==> src/rtl/alu_rr_arbiter_if.sv <==
// alu_rr_arbiter_if: requester, ALU and response bundle around the shared-ALU arbiter.
interface alu_rr_arbiter_if #(
    parameter int WIDTH     = 8,
    parameter int CMD_WIDTH = 4,
    parameter int NREQ      = 4
);
    localparam int IW = NREQ > 1 ? $clog2(NREQ) : 1;
    logic [NREQ-1:0]           req_valid, req_ready, req_mode, req_cin;
    logic [2*NREQ-1:0]         req_inp_invalid;
    logic [CMD_WIDTH*NREQ-1:0] req_cmd;
    logic [WIDTH*NREQ-1:0]     req_opa, req_opb;
    logic                      alu_ce, alu_mode, alu_cin;
    logic [1:0]                alu_inp_invalid;
    logic [CMD_WIDTH-1:0]      alu_cmd;
    logic [WIDTH-1:0]          alu_opa, alu_opb;
    logic [2*WIDTH:0]          alu_res, rsp_res;
    logic [5:0]                alu_flags, rsp_flags;
    logic                      rsp_valid, rsp_ready;
    logic [IW-1:0]             rsp_id;
    modport master (
        input  req_valid, req_mode, req_cin, req_inp_invalid, req_cmd, req_opa, req_opb,
        input  alu_res, alu_flags, rsp_ready,
        output req_ready, alu_ce, alu_mode, alu_cin, alu_inp_invalid, alu_cmd, alu_opa, alu_opb,
        output rsp_valid, rsp_id, rsp_res, rsp_flags
    );
    modport slave (
        output req_valid, req_mode, req_cin, req_inp_invalid, req_cmd, req_opa, req_opb,
        output alu_res, alu_flags, rsp_ready,
        input  req_ready, alu_ce, alu_mode, alu_cin, alu_inp_invalid, alu_cmd, alu_opa, alu_opb,
        input  rsp_valid, rsp_id, rsp_res, rsp_flags
    );
endinterface

==> src/rtl/alu_rr_arbiter.sv <==
// alu_rr_arbiter: round-robin sharing of one registered ALU, one operation in flight.
// Define ALU_ARB_FIXED_PRIO0_EN to give requester 0 fixed priority over the round-robin.
module alu_rr_arbiter #(
    parameter int WIDTH     = 8,
    parameter int CMD_WIDTH = 4,
    parameter int NREQ      = 4,
    parameter int ALU_LAT   = 1
) (
    input logic clk,
    input logic rst,
    alu_rr_arbiter_if.master bus
);
    localparam int IW = NREQ > 1 ? $clog2(NREQ) : 1;
    typedef enum logic [1:0] {IDLE, ISSUE, WAIT, RESP} state_t;
    state_t               state_q, state_d;
    logic [IW-1:0]        rr_q, rr_d, id_q, id_d, win, idx;
    logic [2:0]           cnt_q, cnt_d;
    logic                 any, grant;
    logic [NREQ-1:0]      cand;
    logic                 mode_q, mode_d, cin_q, cin_d;
    logic [1:0]           inv_q, inv_d;
    logic [CMD_WIDTH-1:0] cmd_q, cmd_d;
    logic [WIDTH-1:0]     opa_q, opa_d, opb_q, opb_d;
    logic [2*WIDTH:0]     res_q, res_d;
    logic [5:0]           flags_q, flags_d;

    // Scan downward so the lowest offset from the pointer is the last, winning, hit.
    always_comb begin
        cand = bus.req_valid;
`ifdef ALU_ARB_FIXED_PRIO0_EN
        cand[0] = 1'b0;
`endif
        win = '0;
        any = 1'b0;
        idx = '0;
        for (int k = NREQ - 1; k >= 0; k--) begin
            idx = IW'((int'(rr_q) + k) % NREQ);
            if (cand[idx]) begin
                win = idx;
                any = 1'b1;
            end
        end
`ifdef ALU_ARB_FIXED_PRIO0_EN
        if (bus.req_valid[0]) begin
            win = '0;
            any = 1'b1;
        end
`endif
    end

    assign grant = state_q == IDLE && any;
    assign bus.req_ready = (grant && !rst) ? NREQ'(1) << win : '0;

    always_comb begin
        state_d = state_q;
        rr_d    = rr_q;
        cnt_d   = cnt_q;
        id_d    = id_q;
        mode_d  = mode_q;
        cin_d   = cin_q;
        inv_d   = inv_q;
        cmd_d   = cmd_q;
        opa_d   = opa_q;
        opb_d   = opb_q;
        res_d   = res_q;
        flags_d = flags_q;
        case (state_q)
            IDLE: if (grant) begin
                state_d = ISSUE;
                id_d    = win;
                mode_d  = bus.req_mode[win];
                cin_d   = bus.req_cin[win];
                inv_d   = bus.req_inp_invalid[2*int'(win) +: 2];
                cmd_d   = bus.req_cmd[int'(win)*CMD_WIDTH +: CMD_WIDTH];
                opa_d   = bus.req_opa[int'(win)*WIDTH +: WIDTH];
                opb_d   = bus.req_opb[int'(win)*WIDTH +: WIDTH];
                rr_d    = IW'((int'(win) + 1) % NREQ);
`ifdef ALU_ARB_FIXED_PRIO0_EN
                if (win == '0) rr_d = rr_q;
`endif
            end
            ISSUE: begin
                cnt_d   = 3'(ALU_LAT - 1);
                state_d = WAIT;
            end
            WAIT: if (cnt_q == '0) begin
                res_d   = bus.alu_res;
                flags_d = bus.alu_flags;
                state_d = RESP;
            end else begin
                cnt_d = cnt_q - 3'd1;
            end
            RESP: if (bus.rsp_ready) state_d = IDLE;
            default: state_d = IDLE;
        endcase
    end

    always_ff @(posedge clk or posedge rst) begin
        if (rst) begin
            state_q <= IDLE;
            rr_q    <= '0;
            cnt_q   <= '0;
            id_q    <= '0;
            mode_q  <= 1'b0;
            cin_q   <= 1'b0;
            inv_q   <= '0;
            cmd_q   <= '0;
            opa_q   <= '0;
            opb_q   <= '0;
            res_q   <= '0;
            flags_q <= '0;
        end else begin
            state_q <= state_d;
            rr_q    <= rr_d;
            cnt_q   <= cnt_d;
            id_q    <= id_d;
            mode_q  <= mode_d;
            cin_q   <= cin_d;
            inv_q   <= inv_d;
            cmd_q   <= cmd_d;
            opa_q   <= opa_d;
            opb_q   <= opb_d;
            res_q   <= res_d;
            flags_q <= flags_d;
        end
    end

    assign bus.alu_ce          = state_q == ISSUE;
    assign bus.alu_mode        = mode_q;
    assign bus.alu_cin         = cin_q;
    assign bus.alu_inp_invalid = inv_q;
    assign bus.alu_cmd         = cmd_q;
    assign bus.alu_opa         = opa_q;
    assign bus.alu_opb         = opb_q;
    assign bus.rsp_valid       = state_q == RESP;
    assign bus.rsp_id          = id_q;
    assign bus.rsp_res         = res_q;
    assign bus.rsp_flags       = flags_q;
endmodule

==> src/flat_wrapper.sv <==
// flat-port wrapper written by rule: the top's interface ports become plain ports
module alu_rr_arbiter_flat 
#(
    parameter int WIDTH     = 8,
    parameter int CMD_WIDTH = 4,
    parameter int NREQ      = 4,
    parameter int ALU_LAT   = 1
)
  (clk, rst, bus_req_valid, bus_req_mode, bus_req_cin, bus_req_inp_invalid, bus_req_cmd, bus_req_opa, bus_req_opb, bus_alu_res, bus_alu_flags, bus_rsp_ready, bus_req_ready, bus_alu_ce, bus_alu_mode, bus_alu_cin, bus_alu_inp_invalid, bus_alu_cmd, bus_alu_opa, bus_alu_opb, bus_rsp_valid, bus_rsp_id, bus_rsp_res, bus_rsp_flags);
  alu_rr_arbiter_if #(.WIDTH(WIDTH), .CMD_WIDTH(CMD_WIDTH), .NREQ(NREQ)) bus_i ();
  input logic clk;
  input logic rst;
  input wire logic [$bits(bus_i.req_valid)-1:0] bus_req_valid;
  input wire logic [$bits(bus_i.req_mode)-1:0] bus_req_mode;
  input wire logic [$bits(bus_i.req_cin)-1:0] bus_req_cin;
  input wire logic [$bits(bus_i.req_inp_invalid)-1:0] bus_req_inp_invalid;
  input wire logic [$bits(bus_i.req_cmd)-1:0] bus_req_cmd;
  input wire logic [$bits(bus_i.req_opa)-1:0] bus_req_opa;
  input wire logic [$bits(bus_i.req_opb)-1:0] bus_req_opb;
  input wire logic [$bits(bus_i.alu_res)-1:0] bus_alu_res;
  input wire logic [$bits(bus_i.alu_flags)-1:0] bus_alu_flags;
  input wire logic [$bits(bus_i.rsp_ready)-1:0] bus_rsp_ready;
  output wire logic [$bits(bus_i.req_ready)-1:0] bus_req_ready;
  output wire logic [$bits(bus_i.alu_ce)-1:0] bus_alu_ce;
  output wire logic [$bits(bus_i.alu_mode)-1:0] bus_alu_mode;
  output wire logic [$bits(bus_i.alu_cin)-1:0] bus_alu_cin;
  output wire logic [$bits(bus_i.alu_inp_invalid)-1:0] bus_alu_inp_invalid;
  output wire logic [$bits(bus_i.alu_cmd)-1:0] bus_alu_cmd;
  output wire logic [$bits(bus_i.alu_opa)-1:0] bus_alu_opa;
  output wire logic [$bits(bus_i.alu_opb)-1:0] bus_alu_opb;
  output wire logic [$bits(bus_i.rsp_valid)-1:0] bus_rsp_valid;
  output wire logic [$bits(bus_i.rsp_id)-1:0] bus_rsp_id;
  output wire logic [$bits(bus_i.rsp_res)-1:0] bus_rsp_res;
  output wire logic [$bits(bus_i.rsp_flags)-1:0] bus_rsp_flags;
  assign bus_i.req_valid = bus_req_valid;
  assign bus_i.req_mode = bus_req_mode;
  assign bus_i.req_cin = bus_req_cin;
  assign bus_i.req_inp_invalid = bus_req_inp_invalid;
  assign bus_i.req_cmd = bus_req_cmd;
  assign bus_i.req_opa = bus_req_opa;
  assign bus_i.req_opb = bus_req_opb;
  assign bus_i.alu_res = bus_alu_res;
  assign bus_i.alu_flags = bus_alu_flags;
  assign bus_i.rsp_ready = bus_rsp_ready;
  assign bus_req_ready = bus_i.req_ready;
  assign bus_alu_ce = bus_i.alu_ce;
  assign bus_alu_mode = bus_i.alu_mode;
  assign bus_alu_cin = bus_i.alu_cin;
  assign bus_alu_inp_invalid = bus_i.alu_inp_invalid;
  assign bus_alu_cmd = bus_i.alu_cmd;
  assign bus_alu_opa = bus_i.alu_opa;
  assign bus_alu_opb = bus_i.alu_opb;
  assign bus_rsp_valid = bus_i.rsp_valid;
  assign bus_rsp_id = bus_i.rsp_id;
  assign bus_rsp_res = bus_i.rsp_res;
  assign bus_rsp_flags = bus_i.rsp_flags;
  alu_rr_arbiter #(.WIDTH(WIDTH), .CMD_WIDTH(CMD_WIDTH), .NREQ(NREQ), .ALU_LAT(ALU_LAT)) u_core (.clk(clk), .rst(rst), .bus(bus_i));
endmodule
==> config.mk <==
export PLATFORM = sky130hd
export DESIGN_NAME = alu_rr_arbiter_flat
export DESIGN_NICKNAME = d
export VERILOG_FILES = /design/src/rtl/alu_rr_arbiter_if.sv /design/src/rtl/alu_rr_arbiter.sv /design/src/flat_wrapper.sv
export SDC_FILE = /design/constraint.sdc
export NUM_CORES = 1
export LEC_CHECK = 0
export ABC_AREA = 1
export CAP_MARGIN = 0
export CORE_MARGIN = 2
export CORE_UTILIZATION = 44
export DETAILED_ROUTE_END_ITERATION = 8
export GPL_ROUTABILITY_DRIVEN = 0
export PLACE_DENSITY = 0.93
export SETUP_SLACK_MARGIN = 0.5
export SLEW_MARGIN = 20
export SYNTH_ARGS = -nofsm -noshare
export SYNTH_HDL_FRONTEND = slang
export SYNTH_SLANG_ARGS = --single-unit
==> constraint.sdc <==
create_clock -name clk -period 5.11 [get_ports clk]
set_input_delay 1.022 -clock clk [delete_from_list [all_inputs] [get_ports clk]]
set_output_delay 1.022 -clock clk [all_outputs]
set_load 0.1 [all_outputs]
==> parameters.txt <==
Parameter                              Value

Placement
  Placed wire-length estimate after detailed placement    between 8000 and 9000 microns
  Count of input and output buffers    180

CTS
  Resize count post-CTS    0
  Insertion delay of the later-clocked pin in the worst-skew pair    0.31 ns
  TritonCTS clock tree    yes
  Num CTS Buffers    5
  Clock Pin Slew Worst Setup and Hold Paths    roughly 0.12 ns
  Post-CTS Setup Inserts    0
  Number of hold-repair buffers added at the cts stage    0
  Total number of H-tree levels    2
  Master cell of the clock root buffer    clkbuf_8
  Sink count of the clock tree    56
  Max Root-Sink Buffers    2

Worst setup path
  Worst setup EP type    output port
  Buf/Inv on CP    4
  Crit path top cell by count    nand2_1
  CP startpoint kind    input port
  Series of cell instances along the critical path    clkdlybuf4s50_1 > inv_1 > o21ai_1 > nand2_1 > nand2_1 > nand3_1 > nand2_1 > nand2_2 > inv_2 > nand2_1 > nor2_1 > buf_12
  Total number of cells along the worst setup path    12
  Delay contributed by the slowest stage of the critical path    ~0.48 ns
  Largest delay contributor family on the critical path    simple AND/OR/NAND/NOR gates
  R2R cell count    15
  WP data required    slightly above 4 ns
  Kind of critical path    input port to output port
  CP max-delay cell    clkdlybuf4s50_1
  Data arrival, critical path    approximately 3.2 ns
  Highest fanout seen on the critical path    28
  R2R setup slack    approximately 2.5 ns
  Worst r2r src    u_core.rr_q[0]
  Worst setup path endpoint    bus_req_ready[3]
  End of the worst register-to-register path    u_core.bus.alu_opb[0]
  Critical path startpoint    bus_req_valid[3]

Run status
  Run status    completed

Synth
  Nets in the synthesized netlist    ~700
  Mean Syn Cell Area    6.47 sq um
  Synth Instances    563
  Synthesis-stage register bit count    between 50 and 60
  Synthesized area    about 0.0036 sq mm
  Total of warnings raised by yosys    0
  Sequential cell area fraction in the yosys report    about two fifths
  Distinct cell type count after synthesis    21

Timing
  Maximum operating frequency    ~240 MHz
  Remaining max-slew budget at the tightest pin    between 30% and 40%
  Slew @ Worst Pin    1.01 ns
  Count of endpoints failing hold in the final timing report    0
  Clock period minus worst slack    4.24 ns
  Setup repair after global routing missed its margin    no
  Final period utilization    roughly 83%
  Setup_tns    0 ns
  Max Slew Vio Count    0
  Post-Route Skew    around 0.014 ns
  Setup violations, final    0

Finish
  Area occupied by multi-input gates    ~0.0018 sq mm
  Post-synthesis to final-layout area growth    53.8%
  # fillers    roughly 640
  Antenna diodes    0
  Post-layout net count    862
  Area of all sequential standard cells    roughly 0.0014 sq mm
  Fraction of final layout cells sized beyond drive strength 1    5.62%

Global routing
  Overall routing resource usage    24.9%
  Vias in the first global route    between 3000 and 4000
  Overflow left after global routing    0
  Maximum number of pins on one net before global-route repair    57
  Number of antenna violations at the first check in global routing    0
  Wire length of the first global-routing pass    roughly 18000 microns

Floorplanning
  Area of the core    between 0.008 and 0.009 sq mm
  Num rows    33
  Die width    about 95 microns
  Area of the die    between 0.009 and 0.01 sq mm
  Starting utilization of the core area    44.8%
  Vertical extent of the die    between 90 and 100 microns
  Number of top-level pins    roughly 180

Route
  Iter 0 DRT Violations    194
  Post-detailed-route via-to-cell ratio    about 5
  Post-Route WL    approximately 12000 microns
  Routed len/inst    14.0 microns
  TritonRoute pass-1 iters    4
  Number of DRC violations after detailed routing    0
  Number of nets with antenna violations after routing    0
  Vias after detailed routing    between 4000 and 5000

Hold path
  Classification of the worst-slack hold path    register to register

Run
  Number of max-cap violations    0
[worst min-delay path, cell delays in order, from the launching register on]
cell     delay (ns)
dfrtp_1        0.36
nand2_1        0.05
nand2_1        0.05
[per-stage QoR]
| step | utilization [%] | worst slack (ns) | hold slack (ns) | instance area [sq um] | cells |
|---|---|---|---|---|---|
| 2_1_floorplan | - | 0.208 | 0.453 | 3650 | 563 |
| 3_3_place_gp | 67.7 | 1.13 | 0.453 | 5500 | 827 |
| 3_5_place_dp | 67.7 | 0.913 | 0.458 | 5500 | 827 |
| 4_1_cts | 68.9 | 0.913 | 0.488 | 5600 | 835 |
| 5_1_grt | 68.9 | 0.742 | 0.516 | 5600 | 835 |
| 6_report | 68.9 | 0.867 | 0.485 | 5600 | 835 |
[per-layer routing]
layer,track usage [%],vias to the layer above,part of all wire [%]
met4,7.25,0,2.1
li1,-,2031,-
met2,45.6,170,49
met5,0,-,0
met3,5.75,22,8.2
met1,28.9,1909,40
[sequential cells by signal (all words and copies together) (netlist names)]
| signal | flops |
|---|---|
| u_core.bus.alu_cmd | 4 |
| u_core.cnt_q | 3 |
| u_core.bus.rsp_flags | 6 |
| u_core.bus.alu_opa | 8 |
| u_core.bus.rsp_res | 17 |
| u_core.bus.alu_mode | 1 |
| u_core.bus.alu_cin | 1 |
| u_core.bus.alu_opb | 8 |
| u_core.state_q | 2 |
| u_core.bus.alu_inp_invalid | 2 |
| u_core.bus.rsp_id | 2 |
| u_core.rr_q | 2 |
[worst min-delay path by stage]
| stage | startpoint | end | slack (ns) | depth (start not counted) |
|---|---|---|---|---|
| final | u_core.bus.rsp_res[15] | u_core.bus.rsp_res[15] | 0.49 | 2 |
| after detailed placement | u_core.bus.rsp_res[15] | u_core.bus.rsp_res[15] | 0.46 | 2 |
| after global placement | u_core.bus.rsp_res[6] | u_core.bus.rsp_res[6] | 0.45 | 2 |
| after floorplan | u_core.cnt_q[1] | u_core.cnt_q[1] | 0.45 | 2 |
| after global routing | u_core.bus.rsp_flags[1] | u_core.bus.rsp_flags[1] | 0.52 | 2 |
| after CTS | u_core.bus.rsp_res[15] | u_core.bus.rsp_res[15] | 0.49 | 2 |
[cells by family (layout without fill, tap and decap cells)]
family / Yosys count / count (layout) / synth area share (%)
DFF: 56 / 56 / 38.5
AOI/OAI and AO/OA: 14 / 14 / 2.06
xor gates and xnor gates: 1 / 1 / 0.241
and+or+nand+nor: 387 / 387 / 44.6
buffers and inverters: 98 / 265 / 12.2
adders and majority gates: 7 / 7 / 2.40
[cell type report]
cell class                 count  share of cell area [%]
timing repair buffer         188                    34.0
multi-input combinational    409                    32.3
sequential                    56                    25.0
inverter                      69                    4.62
tap                          105                    2.35
clock buffer                   5                    1.23
clock inverter                 3                   0.514
[cell usage in the layout (no fill, tap or decap), types with 5 or more instances in the layout]
cell type        netlist  final
nand2_1              293    293
dfrtp_1               56     56
inv_1                 67     66
buf_4                  3      8
clkbuf_8               0      5
nand3_2               11     11
clkdlybuf4s50_1        0    176
ha_1                   7      7
nor2_1                 6      6
nand3_1               68     68
o21ai_0                6      6
[cells in the mapped netlist]
cell type	n	area share, %
buf_4	3	0.62
nand3_1	68	9.3
nor3_1	4	0.55
nor2_1	6	0.62
nand3_2	11	3.0
inv_1	67	6.9
xnor2_1	1	0.24
buf_6	7	2.2
nand2_1	293	30
nand2_2	4	0.69
o21ai_1	4	0.55
buf_2	11	1.5
ha_1	7	2.4
inv_2	2	0.21
o211ai_1	1	0.21
a21oi_1	2	0.27
dfrtp_1	56	38
o21a_1	1	0.21
o21ai_0	6	0.82
clkbuf_1	8	0.82
and2_1	1	0.17
Power is left out: the tool's default activity adds up to more than one toggle a clock period on the data nets, which glitch-free logic cannot reach.
==> RTL change 1: new RTL, config.mk and constraints unchanged <==
`CMD_WIDTH` is set to 4 in 3 places; all go to 3.
--- a/src/rtl/alu_rr_arbiter_if.sv
+++ b/src/rtl/alu_rr_arbiter_if.sv
@@ -2,5 +2,5 @@
 interface alu_rr_arbiter_if #(
     parameter int WIDTH     = 8,
-    parameter int CMD_WIDTH = 4,
+    parameter int CMD_WIDTH = 3,
     parameter int NREQ      = 4
 );
--- a/src/rtl/alu_rr_arbiter.sv
+++ b/src/rtl/alu_rr_arbiter.sv
@@ -3,5 +3,5 @@
 module alu_rr_arbiter #(
     parameter int WIDTH     = 8,
-    parameter int CMD_WIDTH = 4,
+    parameter int CMD_WIDTH = 3,
     parameter int NREQ      = 4,
     parameter int ALU_LAT   = 1
--- a/src/flat_wrapper.sv
+++ b/src/flat_wrapper.sv
@@ -3,5 +3,5 @@
 #(
     parameter int WIDTH     = 8,
-    parameter int CMD_WIDTH = 4,
+    parameter int CMD_WIDTH = 3,
     parameter int NREQ      = 4,
     parameter int ALU_LAT   = 1
Interface: changed (resized bus_alu_cmd and bus_req_cmd); port bits go from 181 to 176. The function was not compared with the original's and may differ.
==> RTL change 1 against the original RTL <==
  * Utilization up 1.0 points
  * Maximum frequency about the same
  * Sequential cell count down 1
  * Routed wire length down 8.8%
  * Synthesized area down 2.0%
  * Worst hold slack worse by 5.3 ps
  * Count of clock-buffer cells in the layout up 1
  * Global-route usage down 0.36 points
  * Design area down 2.6%
  * Synthesized cell count down 5.7%
  * Clock skew down 3.0 ps
  * Worst setup slack worse by 2.1 ps
  * Largest cell class is now multi-input gates
  * Highest routed layer unchanged
Power is left out: the tool's default activity adds up to more than one toggle a clock period on the data nets, which glitch-free logic cannot reach.
==> RTL change 1: results (changes against the original RTL) <==
* Endpoint of the worst-slack reg-to-reg timing path: u_core.bus.alu_opa[1]$_DFFE_PP0P_ (was u_core.bus.alu_opb[0]$_DFFE_PP0P_)
- Most common library cells after synthesis: nand2_1, dfrtp_1, nand3_1 (was nand2_1, nand3_1, inv_1)
* Global-route wire length before repair: 17460 µm (was 17880 µm)
* Post-synthesis sequential area ratio: 0.3856 (was 0.3847)
- Crit path from: bus_req_valid[2] (was bus_req_valid[3])
* Largest net degree at the start of global routing: 56 (was 57)
- Hold Path End: u_core.bus.rsp_res[3]$_DFFE_PP0P_ (was u_core.bus.rsp_res[15]$_DFFE_PP0P_)
- The placement-stage cell area is 0.005358 mm² (was 0.005504 mm²).
* Reg clk slew, reported paths: 100 ps (was 120 ps)
- Number of library cell types mapped by synthesis: 26 (was 21)
- The via density per instance came to 4.902 (was 4.949).
* Via count of the first global-routing pass: 3790 (was 3939)
- Initial antenna violation count: 1 (was 0)
* Final critical-path required period: 4245 ps (was 4243 ps)
- Ranking of synthesized cells by area: dfrtp_1, nand2_1, nand3_1 (unchanged)
* Result of the run: finished, final reports clean (unchanged)
- Worst Hold Margin: 480.0 ps (was 485.3 ps)
* CP max FO: 26 (was 28)
- Fill cell total of the finished layout: 639 (was 643)
- Count of port buffers added during placement: 175 (was 180)
* Post-synthesis to final-layout area growth: 52.86% (was 53.80%)
* Syn_area_per_cell: 6.723 µm² (was 6.469 µm²)
- Critical Path Sink: bus_req_ready[2] (was bus_req_ready[3])
- The layout cell share with drive strength beyond 1 came to 0.06358 (was 0.05616).
* Length in cells of the worst reg-to-reg path: 16 (was 15)
- Sum of net half-perimeters after detailed placement: 8124 µm (was 8580 µm)
- The worst slack at placement is 864.5 ps (was 913.5 ps).
- The hold path startpoint is u_core.bus.rsp_res[3]$_DFFE_PP0P_ (was u_core.bus.rsp_res[15]$_DFFE_PP0P_).
- Post-layout nets: 820 (was 862)
* Final routed wire length divided by cell count: 13.39 µm (was 13.96 µm)
- The via count is 3892 (was 4132).
- The number of cells in the design after placement was 786 (was 827).
* Number of DRC markers after the initial detailed-route iteration: 156 (was 194)
- The worst setup skew after layout came to 11.28 ps (was 14.23 ps).
* Nets in the synthesized netlist: 660 (was 696)
- Slew of the pin with the lowest slew margin: 1024 ps (was 1008 ps)
-- RTL change 1: layer usage --
layer	global-route usage	part of all wire
met5	0	0
met4	0.05435	0.011
met3	0.04494	0.053
met1	0.2986	0.40
met2	0.4500	0.53
-- RTL change 1: final cells by class --
class / instances / area share
multi-input cells: 406 / 0.3403
repair buffers: 181 / 0.3366
flip-flops and latches: 55 / 0.2522
inverters: 42 / 0.02935
well taps: 102 / 0.02339
clock buffers: 6 / 0.01513
clock inverters: 2 / 0.002981
-- RTL change 1: cell families after synthesis --
family	Yosys count	share of synthesized area
fa+ha+maj	7	0.02453
compound gates	12	0.02033
simple gates	386	0.4700
buf+inv	70	0.09709
flops	55	0.3856
xor+xnor	1	0.002454
-- RTL change 1: worst max-delay path, delay by kind of cell --
family                 cells  cell delay, ps
buffers and inverters      5            1340
and+or+nand+nor            8             830
==> RTL change 2: new RTL, same settings <==
Made on the original files. Take the reset off `opa_q`, `opb_q` and `res_q` and load them in a clocked block of their own.
--- a/src/rtl/alu_rr_arbiter.sv
+++ b/src/rtl/alu_rr_arbiter.sv
@@ -106,7 +106,4 @@
             inv_q   <= '0;
             cmd_q   <= '0;
-            opa_q   <= '0;
-            opb_q   <= '0;
-            res_q   <= '0;
             flags_q <= '0;
         end else begin
@@ -119,9 +116,12 @@
             inv_q   <= inv_d;
             cmd_q   <= cmd_d;
-            opa_q   <= opa_d;
-            opb_q   <= opb_d;
-            res_q   <= res_d;
             flags_q <= flags_d;
         end
+    end
+
+    always_ff @(posedge clk) begin
+        opa_q <= opa_d;
+        opb_q <= opb_d;
+        res_q <= res_d;
     end
 
Check against the original RTL: not equivalent (a bounded check fails within 4 cycles, from zero or initial values and one cycle with rst high).
==> RTL change 2 against the original RTL <==
  * Maximum frequency is 1.9% lower
  * Synthesized area is 11% lower
  * Register-to-register slack worse by 260 ps
  * Non-clock buffer count is 2 lower
  * Worst setup slack worse by 81 ps
  * Synthesized cell count is 31% lower
  * Sequential cell count stayed put
  * Global-route usage is 0.43 points higher
  * Count of clock-buffer cells in the layout is 1 higher
  * Routed wire length is 10% lower
  * Design area is 5.9% lower
  * Critical path type unchanged
  * Critical endpoint is now bus_req_ready[2]
  * Largest cell class unchanged
  * Highest routed layer unchanged
Power is left out: the tool's default activity adds up to more than one toggle a clock period on the data nets, which glitch-free logic cannot reach.
==> RTL change 2: results (changes against the original RTL) <==
- Result of the run: finished, final reports clean (unchanged).
* Wire length reported by the detailed router: 10480 µm (was 11660 µm)
- Length in cells of the worst reg-to-reg path: 12 (was 15)
* Sum of net half-perimeters after detailed placement: 8222 µm (was 8580 µm)
* Post-synthesis sequential area ratio: 0.4834 (was 0.3847)
- Most used flip-flop cell after synthesis: edfxtp_1 (was dfrtp_1)
- Endpoint of the worst-slack reg-to-reg timing path: u_core.bus.alu_opb[2]$_DFFE_PP_ (was u_core.bus.alu_opb[0]$_DFFE_PP0P_)
* Final Instance Count excl. Fillers: 662 (was 835)
- The placement-stage cell area came to 0.005125 mm² (was 0.005504 mm²).
* Final critical-path required period: 4324 ps (was 4243 ps)
- Nets in the synthesized netlist: 521 (was 696)
- Number of DRC markers after the initial detailed-route iteration: 177 (was 194)
- CP max FO: 26 (was 28)
- Hold Path End: u_core.bus.rsp_flags[3]$_DFFE_PP0P_ (was u_core.bus.rsp_res[15]$_DFFE_PP0P_)
- The number of global-route vias before repair came to 3347 (was 3939).
- The detailed-routing iteration count for the pre-antenna-repair pass came to 7 (was 4).
- The average cell area after synthesis is 8.352 µm² (was 6.469 µm²).
- Worst reg2reg setup slack: 2280 ps (was 2540 ps)
- The delay contributed by the slowest stage of the critical path was 460 ps (was 480 ps).
- Largest net degree at the start of global routing: 44 (was 57)
- The filler cell count came to 515 (was 643).
* Startpoint of the most critical hold path: u_core.bus.rsp_flags[3]$_DFFE_PP0P_ (was u_core.bus.rsp_res[15]$_DFFE_PP0P_)
- Reg clk slew, reported paths: 90 ps (was 120 ps)
* Post-synthesis xor/xnor area fraction: 0.002703 (was 0.002405)
- Most common library cells after synthesis: nand2_1, nand3_1, inv_1 (unchanged).
* Fraction of final layout cells sized beyond drive strength 1: 0.07105 (was 0.05616)
- The number of different library cells in the post-synthesis netlist was 27 (was 21).
- The worst slack at placement came to 687.0 ps (was 913.5 ps).
* Vias: 3382 (was 4132)
- Post-layout nets: 695 (was 862)
* Relative slew slack: 0.2832 (was 0.3258)
- The global-route usage over all layers is 0.2535 (was 0.2492).
- Ranking of synthesized cells by area: edfxtp_1, dfrtp_1, nand2_1 (was dfrtp_1, nand2_1, nand3_1).
- Worst path arrival time: 3300 ps (was 3220 ps)
- Post-synthesis to final-layout area growth: 62.59% (was 53.80%)
* Synth Area in Adders: 0.02703 (was 0.02405)
- The worst setup skew after layout was 7.239 ps (was 14.23 ps).
- Async S/R FF share, synth: 0.4107 (was 1.000)
* Dpl cells: 654 (was 827)
* Global-route wire length before repair: 16420 µm (was 17880 µm)
- The number of enable flip-flop cells after synthesis is 33 (was 0).
## RTL change 2: area by class of cell
| cell class | instances | area share |
|---|---|---|
| multi-input combinational | 269 | 0.2636 |
| tap | 99 | 0.02351 |
| clock buffer | 6 | 0.01377 |
| inverter | 44 | 0.03230 |
| clock inverter | 2 | 0.01140 |
| timing repair buffer | 186 | 0.3581 |
| sequential | 56 | 0.2973 |
## RTL change 2: layer usage
layer / GRT usage / wire length, µm / vias up / share of wire
met4: 0.1051 / 351 / 0 / 0.033
met2: 0.4571 / 5235 / 182 / 0.50
met1: 0.2918 / 4137 / 1547 / 0.39
met3: 0.05448 / 759 / 32 / 0.072
met5: 0 / 0 / - / 0
li1: - / - / 1621 / -
## RTL change 2: what timing repair did
item / 4_1_cts / 5_1_grt
resized for setup: 0 / 3
setup endpoints to repair: 0 / 1
hold endpoints to repair: 0 / 0
hold buffers: 0 / 0
